===== src/rtl/hack_pkg.sv =====
// Shared HACK CPU types and constants used by the PC, fetch and decode stages.
package hack_pkg;

  localparam int HACK_ADDR_W = 16;
  localparam int HACK_DATA_W = 16;

  typedef logic [HACK_ADDR_W-1:0] hack_addr_t;
  typedef logic [HACK_DATA_W-1:0] hack_word_t;

  localparam hack_addr_t HACK_RESET_PC = 16'h0000;

  // The one-entry buffer can take a new word when empty or being drained.
  function automatic logic fetch_space(input logic buf_valid, input logic buf_ready);
    return !buf_valid || buf_ready;
  endfunction

endpackage


===== src/rtl/hack_fetch_if.sv =====
// Fetch-stage bus bundle: PC load path, ROM handshake, instruction stream,
// redirect and error flag. master = fetch stage, slave = its environment.
interface hack_fetch_if
  import hack_pkg::*;
#(
  parameter int ADDR_W = HACK_ADDR_W,
  parameter int DATA_W = HACK_DATA_W
);

  logic [ADDR_W-1:0] pc_addr;
  logic              pc_load;
  logic [ADDR_W-1:0] pc_load_val;

  logic              rom_req;
  logic [ADDR_W-1:0] rom_addr;
  logic              rom_ack;
  logic [DATA_W-1:0] rom_data;

  logic [DATA_W-1:0] instr;
  logic [ADDR_W-1:0] instr_pc;
  logic              instr_valid;
  logic              instr_ready;

  logic              redirect;
  logic [ADDR_W-1:0] redirect_pc;

  logic              fetch_err;

  modport master (
    input  pc_addr,
    output pc_load, pc_load_val,
    output rom_req, rom_addr,
    input  rom_ack, rom_data,
    output instr, instr_pc, instr_valid,
    input  instr_ready,
    input  redirect, redirect_pc,
    output fetch_err
  );

  modport slave (
    output pc_addr,
    input  pc_load, pc_load_val,
    input  rom_req, rom_addr,
    output rom_ack, rom_data,
    input  instr, instr_pc, instr_valid,
    output instr_ready,
    output redirect, redirect_pc,
    input  fetch_err
  );

endinterface


===== src/rtl/hack_fetch_watchdog.sv =====
// ROM ack watchdog: counts consecutive stalled request cycles and raises a
// sticky fetch_err once the count reaches TIMEOUT_CYCLES.
module hack_fetch_watchdog
  import hack_pkg::*;
#(
  parameter int unsigned TIMEOUT_CYCLES = 255
) (
  input  logic clk,
  input  logic reset,
  input  logic stall,
  input  logic clear,
  output logic fetch_err
);

  localparam int unsigned CNT_W =
    ($clog2(TIMEOUT_CYCLES + 1) > 8) ? $clog2(TIMEOUT_CYCLES + 1) : 8;
  localparam logic [CNT_W-1:0] LIMIT_M1 = CNT_W'(TIMEOUT_CYCLES - 32'd1);

  logic [CNT_W-1:0] count_r;
  logic             err_r;
  logic             hit_s;

  assign hit_s     = stall && (count_r == LIMIT_M1);
  assign fetch_err = err_r;

  // Stall counter and sticky error flag.
  always_ff @(posedge clk) begin
    if (reset) begin
      count_r <= '0;
      err_r   <= 1'b0;
    end else if (clear) begin
      count_r <= '0;
      err_r   <= err_r;
    end else if (stall && !err_r) begin
      count_r <= count_r + CNT_W'(1);
      err_r   <= err_r | hit_s;
    end else begin
      count_r <= count_r;
      err_r   <= err_r;
    end
  end

endmodule


===== src/rtl/hack_fetch.sv =====
// HACK instruction-fetch stage: ROM req/ack fetch, one-entry instruction buffer,
// PC control via load path. Optional ack watchdog under HACK_FETCH_TIMEOUT_EN.
module hack_fetch
  import hack_pkg::*;
#(
  parameter int          ADDR_W         = HACK_ADDR_W,
  parameter int          DATA_W         = HACK_DATA_W,
  parameter int unsigned TIMEOUT_CYCLES = 255
) (
  input  logic          clk,
  input  logic          reset,
  hack_fetch_if.master  bus
);

  logic [DATA_W-1:0] instr_r;
  logic [ADDR_W-1:0] instr_pc_r;
  logic              instr_valid_r;

  logic              space_s;
  logic              rom_req_s;
  logic              xfer_s;
  logic              pc_load_s;
  logic [ADDR_W-1:0] pc_load_val_s;
  logic              err_s;

`ifdef HACK_FETCH_TIMEOUT_EN
  hack_fetch_watchdog #(
    .TIMEOUT_CYCLES (TIMEOUT_CYCLES)
  ) u_watchdog (
    .clk       (clk),
    .reset     (reset),
    .stall     (rom_req_s && !bus.rom_ack),
    .clear     (xfer_s || bus.redirect),
    .fetch_err (err_s)
  );
`else
  assign err_s = 1'b0;
`endif

  // Request/PC control; reset, then redirect, then normal fetch.
  always_comb begin
    space_s       = fetch_space(instr_valid_r, bus.instr_ready);
    rom_req_s     = 1'b0;
    xfer_s        = 1'b0;
    pc_load_s     = 1'b1;
    pc_load_val_s = bus.pc_addr;
    if (reset) begin
      pc_load_val_s = ADDR_W'(HACK_RESET_PC);
    end else if (bus.redirect) begin
      // Any ack seen this cycle is dropped; the PC jumps instead.
      pc_load_val_s = bus.redirect_pc;
    end else begin
      rom_req_s = space_s && !err_s;
      xfer_s    = rom_req_s && bus.rom_ack;
      // Reloading pc_addr holds the PC; releasing load lets it increment.
      pc_load_s = !xfer_s;
    end
  end

  // One-entry instruction buffer.
  always_ff @(posedge clk) begin
    if (reset) begin
      instr_r       <= '0;
      instr_pc_r    <= '0;
      instr_valid_r <= 1'b0;
    end else if (bus.redirect) begin
      instr_r       <= instr_r;
      instr_pc_r    <= instr_pc_r;
      instr_valid_r <= 1'b0;
    end else if (xfer_s) begin
      instr_r       <= bus.rom_data;
      instr_pc_r    <= bus.pc_addr;
      instr_valid_r <= 1'b1;
    end else if (bus.instr_ready && instr_valid_r) begin
      instr_r       <= instr_r;
      instr_pc_r    <= instr_pc_r;
      instr_valid_r <= 1'b0;
    end else begin
      instr_r       <= instr_r;
      instr_pc_r    <= instr_pc_r;
      instr_valid_r <= instr_valid_r;
    end
  end

  assign bus.rom_req     = rom_req_s;
  assign bus.rom_addr    = bus.pc_addr;
  assign bus.pc_load     = pc_load_s;
  assign bus.pc_load_val = pc_load_val_s;
  assign bus.instr       = instr_r;
  assign bus.instr_pc    = instr_pc_r;
  assign bus.instr_valid = instr_valid_r;
  assign bus.fetch_err   = err_s;

endmodule


===== src/flat_wrapper.sv =====
// flat-port wrapper written by rule: the top's interface ports become plain ports
module hack_fetch_flat import hack_pkg::*;
#(
  parameter int          ADDR_W         = HACK_ADDR_W,
  parameter int          DATA_W         = HACK_DATA_W,
  parameter int unsigned TIMEOUT_CYCLES = 255
)
  (clk, reset, bus_pc_addr, bus_pc_load, bus_pc_load_val, bus_rom_req, bus_rom_addr, bus_rom_ack, bus_rom_data, bus_instr, bus_instr_pc, bus_instr_valid, bus_instr_ready, bus_redirect, bus_redirect_pc, bus_fetch_err);
  hack_fetch_if #(.ADDR_W(ADDR_W), .DATA_W(DATA_W)) bus_i ();
  input  logic clk;
  input  logic reset;
  input wire logic [$bits(bus_i.pc_addr)-1:0] bus_pc_addr;
  output wire logic [$bits(bus_i.pc_load)-1:0] bus_pc_load;
  output wire logic [$bits(bus_i.pc_load_val)-1:0] bus_pc_load_val;
  output wire logic [$bits(bus_i.rom_req)-1:0] bus_rom_req;
  output wire logic [$bits(bus_i.rom_addr)-1:0] bus_rom_addr;
  input wire logic [$bits(bus_i.rom_ack)-1:0] bus_rom_ack;
  input wire logic [$bits(bus_i.rom_data)-1:0] bus_rom_data;
  output wire logic [$bits(bus_i.instr)-1:0] bus_instr;
  output wire logic [$bits(bus_i.instr_pc)-1:0] bus_instr_pc;
  output wire logic [$bits(bus_i.instr_valid)-1:0] bus_instr_valid;
  input wire logic [$bits(bus_i.instr_ready)-1:0] bus_instr_ready;
  input wire logic [$bits(bus_i.redirect)-1:0] bus_redirect;
  input wire logic [$bits(bus_i.redirect_pc)-1:0] bus_redirect_pc;
  output wire logic [$bits(bus_i.fetch_err)-1:0] bus_fetch_err;
  assign bus_i.pc_addr = bus_pc_addr;
  assign bus_pc_load = bus_i.pc_load;
  assign bus_pc_load_val = bus_i.pc_load_val;
  assign bus_rom_req = bus_i.rom_req;
  assign bus_rom_addr = bus_i.rom_addr;
  assign bus_i.rom_ack = bus_rom_ack;
  assign bus_i.rom_data = bus_rom_data;
  assign bus_instr = bus_i.instr;
  assign bus_instr_pc = bus_i.instr_pc;
  assign bus_instr_valid = bus_i.instr_valid;
  assign bus_i.instr_ready = bus_instr_ready;
  assign bus_i.redirect = bus_redirect;
  assign bus_i.redirect_pc = bus_redirect_pc;
  assign bus_fetch_err = bus_i.fetch_err;
  hack_fetch #(.ADDR_W(ADDR_W), .DATA_W(DATA_W), .TIMEOUT_CYCLES(TIMEOUT_CYCLES)) u_core (.clk(clk), .reset(reset), .bus(bus_i));
endmodule

===== config.mk =====
export PLATFORM = sky130hd
export DESIGN_NAME = hack_fetch_flat
export DESIGN_NICKNAME = d
export VERILOG_FILES = /design/src/rtl/hack_pkg.sv /design/src/rtl/hack_fetch_if.sv /design/src/rtl/hack_fetch_watchdog.sv /design/src/rtl/hack_fetch.sv /design/src/flat_wrapper.sv
export SDC_FILE = /design/constraint.sdc
export NUM_CORES = 1
export LEC_CHECK = 0
export ABC_AREA = 1
export CORE_ASPECT_RATIO = 0.8
export CORE_MARGIN = 3
export CORE_UTILIZATION = 38
export DETAILED_ROUTE_END_ITERATION = 10
export GPL_TIMING_DRIVEN = 0
export PLACE_DENSITY = 0.84
export SYNTH_ARGS = -nofsm -noshare
export SYNTH_HDL_FRONTEND = slang
export SYNTH_HIERARCHICAL = 1
export SYNTH_SLANG_ARGS = --single-unit

===== constraint.sdc =====
create_clock -name clk -period 1.24 [get_ports clk]
set_input_delay 0.186 -clock clk [delete_from_list [all_inputs] [get_ports clk]]
set_output_delay 0.186 -clock clk [all_outputs]
set_load 0.05 [all_outputs]

==> results of run 1 <==
## critical path, delay by kind of cell (launching register included)
family                 cells  cell delay, ns
and+or+nand+nor            2            0.14
buffers and inverters      2            0.28
DFF                        1            0.36
## layout make-up
| cell class | instances | area [sq um] | share of cell area, % |
|---|---|---|---|
| plain buffers | 36 | 327 | 8.53 |
| clock buffers | 6 | 72.6 | 1.90 |
| clock inverters | 2 | 10.0 | 0.262 |
| inverters | 100 | 380 | 9.94 |
| multi-input cells | 166 | 955 | 24.9 |
| flip-flops and latches | 33 | 664 | 17.4 |
| well taps | 62 | 77.6 | 2.03 |
| repair buffers | 133 | 1340 | 35.0 |
## cells by family (layout without fill, tap and decap cells)
family	after synthesis	count (layout)
AO/OA/AOI/OAI	34	34
buffers and inverters	138	277
flip-flops	33	33
other	1	1
AND/OR/NAND/NOR	131	131
## stage by stage
| stage | power (mW) | cells | TNS, ns | util [%] | hold slack [ns] |
|---|---|---|---|---|---|
| after CTS | 3.31 | 538 | -0.0487 | 74.4 | 0.290 |
| after floorplan | 1.98 | 337 | -0.144 | - | 0.418 |
| after detailed placement | 2.45 | 517 | -43.70 | 67.8 | 0.497 |
| after global placement | 2.43 | 517 | -42.06 | 67.8 | 0.495 |
| final | 3.30 | 538 | -0.00651 | 75.6 | 0.308 |
| after global routing | 3.46 | 538 | -0.0900 | 75.6 | 0.318 |
## per-layer routing
metal	global-route usage (%)	vias up	routed length (um)
met5	0	-	0
met4	7.50	0	57
met3	4.48	4	542
met2	40.5	93	3650
met1	28.5	1090	2860
li1	-	1254	-
## Yosys cell counts
library cell and instances:
nand3_4 1, nand2_2 1, a21oi_1 18, buf_1 2, buf_2 11, o21ai_0 16
conb_1 1, clkbuf_1 8, dfxtp_1 33, inv_1 100, nor2_1 32, nand4_1 32
nor2_4 1, buf_4 17, nand2_1 64
## report_power, final
part           total, mW  internal [mW]  switching, mW
registers           1.14           1.11         0.0283
logic               1.37          0.534          0.840
clock network      0.787          0.389          0.398
## timing repair
| action | in CTS | in global routing |
|---|---|---|
| cloned | 3 | 0 |
| endpoints found under the setup margin | 96 | 39 |
| gates resized for setup | 364 | 44 |
| buffers inserted | 12 | 0 |
| pin swaps | 4 | 5 |
| hold endpoints to repair | 0 | 0 |
| hold buffers | 0 | 0 |
## how the worst max path moves through the flow
| stage | start | end | cells after the start |
|---|---|---|---|
| after detailed placement | reset | bus_pc_load_val[7] | 6 |
| after global routing | u_core/bus.instr_valid | bus_rom_req | 3 |
| after floorplan | bus_redirect | bus_pc_load_val[10] | 3 |
| after global placement | reset | bus_pc_load_val[13] | 6 |
| after CTS | bus_pc_addr[13] | bus_pc_load_val[13] | 4 |
| final | u_core/bus.instr_valid | bus_pc_load | 4 |
## state kept, by name (all words and copies together), names as in the netlist
name / count
u_core/bus.instr: 16
u_core/bus.instr_pc: 16
u_core/bus.instr_valid: 1
==> results by group, run 1 <==
Drt
  – Drt wl/cell: 13.2 um
  – Vias per inst: 4.54
  – Drt total wl: 7120 um
  – Drt initial violations: 112
  – Initial DRT Pass Iterations: 4
  – Via total after detailed routing: 2,441
  – DRT antenna net count: 0
  – Residual DRC: 0

Placed design
  – Pre-CTS WS: -1.25 ns
  – GPL Wtd Cong: 0.788
  – Placed instance area: 0.00343 sq mm
  – Detailed Place HPWL: 4980 um
  – I/O Buffers: 118

Critical path
  – Reg2reg end: u_core/bus.instr_pc[8]
  – Critical path arrival: 1.06 ns
  – Reg-to-reg slack, setup: 0.08 ns
  – Worst r2r src: u_core/bus.instr_valid
  – Crit end category: primary output
  – Reg2Reg Depth: 6
  – Setup CP Type: reg2out
  – Required @ worst endpoint: 1.05 ns
  – Crit path max-delay cell type: dfxtp_4
  – Worst path max stage delay: 0.36 ns
  – Worst Path Max Fanout: 3
  – Worst path cell trace: nand2_4, nand3_4, buf_6, buf_8
  – Startpoint types: flip-flop

Floorplan
  – Std cell rows: 23
  – Initial Util: 40.0%
  – Core area: 0.00506 sq mm
  – Die Footprint: 0.00625 sq mm
  – IO Pins: 121
  – Die Ht: 71.3 um
  – Die Width: 87.6 um

STA
  – Crit path time final: 1.25 ns
  – Fmax: 802 MHz
  – RSZ-0062 raised after global routing: yes
  – Setup Viol. Count Final: 1
  – Final Hold Vio Count: 0
  – Worst clock skew: 0.00255 ns
  – Max-slew violations: 0
  – Final setup margin: -0.00651 ns
  – Tcrit/Tclk final: 101%

Power
  – Worst VDD drop: 0.555 mV
  – Pwr Density: 863 mW/mm^2
  – Leak pwr: 2.02 nW

CTS
  – CTS Sinks: 33
  – CTS tree: yes
  – Worst-path clk slew: 0.07 ns
  – Inserted Clock Buffers: 5
  – Clk_lat worst skew: 0.28 ns
  – Clock Tree Buf Depth: 2
  – # H-tree levels: 2
  – Root Driver: clkbuf_8

Synth
  – Post-synthesis mux area share: 0%
  – Post-Synth Adder-Cell Area: 0%
  – Syn Area/Cell: 6.01 sq um
  – Syn nets: 390
  – Post-Syn Area: 0.00203 sq mm
  – Synth area leaders: dfxtp_1 33%, inv_1 19%, nand2_1 12%
  – Main combinational cell family by area after synthesis: buffers and inverters
  – Post-Syn Instances: 337
  – Library cells used by synthesis: 15
  – Yosys top cell area share: 32.6%
  – Simple-gate share of the synthesized area: 29.4%
  – Area leader, netlist: dfxtp_1
  – Seq/Total Area, Yosys: 32.6%
  – Synth Register Bits: 33
  – Synth Area in Compound Gates: 8.40%
  – Ys Warns: 6
  – Post-synthesis xor/xnor area fraction: 0%

GRT
  – Initial antenna violation count: 0
  – Global-route wire length before repair: 11,300 um
  – Total gr overflow: 0
  – Vias in the first global route: 2,427
  – Largest net degree at the start of global routing: 16
  – Gr usage total: 23.2%

Finish
  – Design Area, Final: 0.00383 sq mm
  – Final net count: 528
  – Layout cell share with drive strength beyond 1: 36.6%
  – P&R area growth vs syn: 88.9%
  – Most frequent cells in the layout: 82 x inv_1, 64 x nand2_1, 34 x clkdlybuf4s15_2
  – Filler cells: 385
  – Antenna Cells: 0
  – Leading cell type in the layout, fill and taps excluded: inv_1

Hold path
  – Hold path start: bus_pc_addr[10]
  – Hold depth: 5
  – Worst Hold Class: in2reg
  – Hold path endpoint: u_core/bus.instr_pc[10]

Run
  – Max Cap Viol: 0

Outcome
  – Status: finished with violations
  – Failing checks: setup timing
No activity file was read; power rests on OpenSTA's default activity.
==> inputs of run 2 (changes only) <==
Clock period 1.24 ns to 1.2 ns, I/O delays scaled along.
==> results by group, run 2 (same netlist as run 1, synthesis figures left out) <==
Outcome
  – Status: finished with violations
  – Failing checks: setup timing

GRT
  – Vias in the first global route: 2,427 (unchanged)
  – Total gr overflow: 0 (unchanged)
  – Initial antenna violation count: 0 (unchanged)
  – Global-route wire length before repair: 11,200 um (-0.85%)
  – Largest net degree at the start of global routing: 16 (unchanged)
  – Gr usage total: 22.7% (-0.42 points)

Finish
  – Final net count: 527 (-0.19%)
  – Most frequent cells in the layout: 81 x inv_1, 64 x nand2_1
  – Antenna Cells: 0 (unchanged)
  – Leading cell type in the layout, fill and taps excluded: inv_1
  – P&R area growth vs syn: 83.9%
  – Final core occ: 73.5% (-2.0 points)
  – Layout cell share with drive strength beyond 1: 37.7% (+1.1 points)
  – Design Area, Final: 0.00372 sq mm (-2.7%)

CTS
  – Worst-path clk slew: 0.07 ns (about the same)
  – CTS tree: yes
  – Inserted Clock Buffers: 5 (unchanged)
  – Root Driver: clkbuf_8
  – CTS Sinks: 33 (unchanged)
  – # H-tree levels: 2 (unchanged)
  – Clock Tree Buf Depth: 2 (unchanged)
  – Hold Buf Count CTS: 0 (unchanged)
  – Clk_lat worst skew: 0.28 ns (about the same)

Power
  – Worst VDD drop: 0.531 mV (-4.4%)
  – Tot Pwr: 3.39 mW (+2.6%)
  – Pwr Density: 910 mW/mm^2 (+5.4%)
  – Leak pwr: 2.05 nW (+1.9%)

Critical path
  – Reg2Reg Depth: 6 (unchanged)
  – Setup CP Type: reg2out
  – Critical path arrival: 1.06 ns (about the same)
  – Required @ worst endpoint: 1.02 ns (-0.03 ns)
  – Reg2reg end: u_core/bus.instr_pc[7]
  – Reg-to-reg slack, setup: 0.04 ns (-0.04 ns)
  – Startpoint types: flip-flop
  – CP endpoint: bus_pc_load
  – Worst r2r src: u_core/bus.instr_valid
  – Worst Path Max Fanout: 3 (unchanged)
  – Start point of the critical path: u_core/bus.instr_valid
  – Crit end category: primary output

Placed design
  – GPL Wtd Cong: 0.788 (unchanged)
  – Detailed Place HPWL: 4980 um (unchanged)
  – Placed instance area: 0.00343 sq mm (unchanged)
  – Pre-CTS WS: -1.28 ns (-0.0280 ns)
  – I/O Buffers: 118 (unchanged)

STA
  – Fmax: 806 MHz
  – Setup Total Neg Slack: -0.0745 ns (-0.0680 ns)
  – Final setup margin: -0.0399 ns (-0.0334 ns)
  – Final Hold Vio Count: 0 (unchanged)
  – Worst clock skew: 0.00310 ns (+0.000557 ns)
  – Setup Viol. Count Final: 2 (+1)
  – Max-slew violations: 0 (unchanged)
  – Tcrit/Tclk final: 103%
  – Crit path time final: 1.24 ns
  – RSZ-0062 raised after global routing: yes

Drt
  – Residual DRC: 0 (unchanged)
  – Drt wl/cell: 13.3 um (+0.24%)
  – DRT antenna net count: 0 (unchanged)
  – Via total after detailed routing: 2,430 (-0.45%)
  – Drt total wl: 7120 um (about the same)
  – Drt initial violations: 123 (+9.8%)
  – Vias per inst: 4.53 (-0.27%)
  – Initial DRT Pass Iterations: 4 (unchanged)

Floorplan
  – IO Pins: 121 (unchanged)
  – Die Width: 87.6 um (unchanged)
  – Std cell rows: 23 (unchanged)
  – Initial Util: 40.0% (unchanged)
  – Die Footprint: 0.00625 sq mm (unchanged)
  – Core area: 0.00506 sq mm (unchanged)
  – Die Ht: 71.3 um (unchanged)

Hold path
  – Worst Hold Class: in2reg
  – Hold path start: bus_rom_ack

Run
  – Max Cap Viol: 0 (unchanged)
-- run 2: metrics by stage --
| stage | hold WS [ns] | cells |
|---|---|---|
| finish | 0.306 | 537 |
| global route | 0.308 | 537 |
| CTS | 0.284 | 538 |
| detailed placement | 0.497 | 517 |
| global placement | 0.495 | 517 |
| floorplan | 0.412 | 337 |
-- run 2: repair_timing --
| item | in CTS | in global routing |
|---|---|---|
| gates resized for setup | 381 | 80 |
| gates cloned | 2 | 0 |
| buffers inserted | 12 | 0 |
| hold endpoints to repair | 0 | 0 |
| pin swaps | 8 | 4 |
| setup endpoints to repair | 97 | 72 |
-- run 2: report_power, final --
part | switching (mW) | internal [mW] | leakage (nW)
Combinational | 0.874 | 0.521 | 1.74
Clock | 0.412 | 0.402 | 0.0450
Sequential | 0.0279 | 1.15 | 0.271
-- run 2: how the worst min path moves through the flow --
stage | to | slack [ns] | cells after the start
floorplan | u_core/bus.instr[0] | 0.41 | 4
global placement | u_core/bus.instr_pc[8] | 0.49 | 4
detailed placement | u_core/bus.instr_pc[10] | 0.50 | 4
CTS | u_core/bus.instr_pc[14] | 0.28 | 4
global route | u_core/bus.instr_pc[14] | 0.31 | 4
finish | u_core/bus.instr_pc[14] | 0.31 | 4
-- run 2: area by class of cell --
class / count / area, sq um
Tap cell: 62 / 77.6
Sequential cell: 33 / 664
Clock inverter: 2 / 10.0
Inverter: 100 / 380
Clock buffer: 6 / 72.6
Timing Repair Buffer: 132 / 1220
Fill cell: 415 / 1340
Buffer: 36 / 330
Multi-Input combinational cell: 166 / 972
-- run 2: worst max-delay path, cell delays in order, from the launching register on --
cell and delay (ns):
dfxtp_4 0.36, nand2_4 0.07, nand3_4 0.07, buf_6 0.13, buf_6 0.14
-- run 2: per-layer routing --
layer  up-vias  GRT usage (%)  share of wire [%]
li1       1252              -                  -
met1      1078           27.5                 41
met2        91           40.4                 51
met3         9           4.83                6.9
met4         0           6.64                1.3
met5         -              0                  0
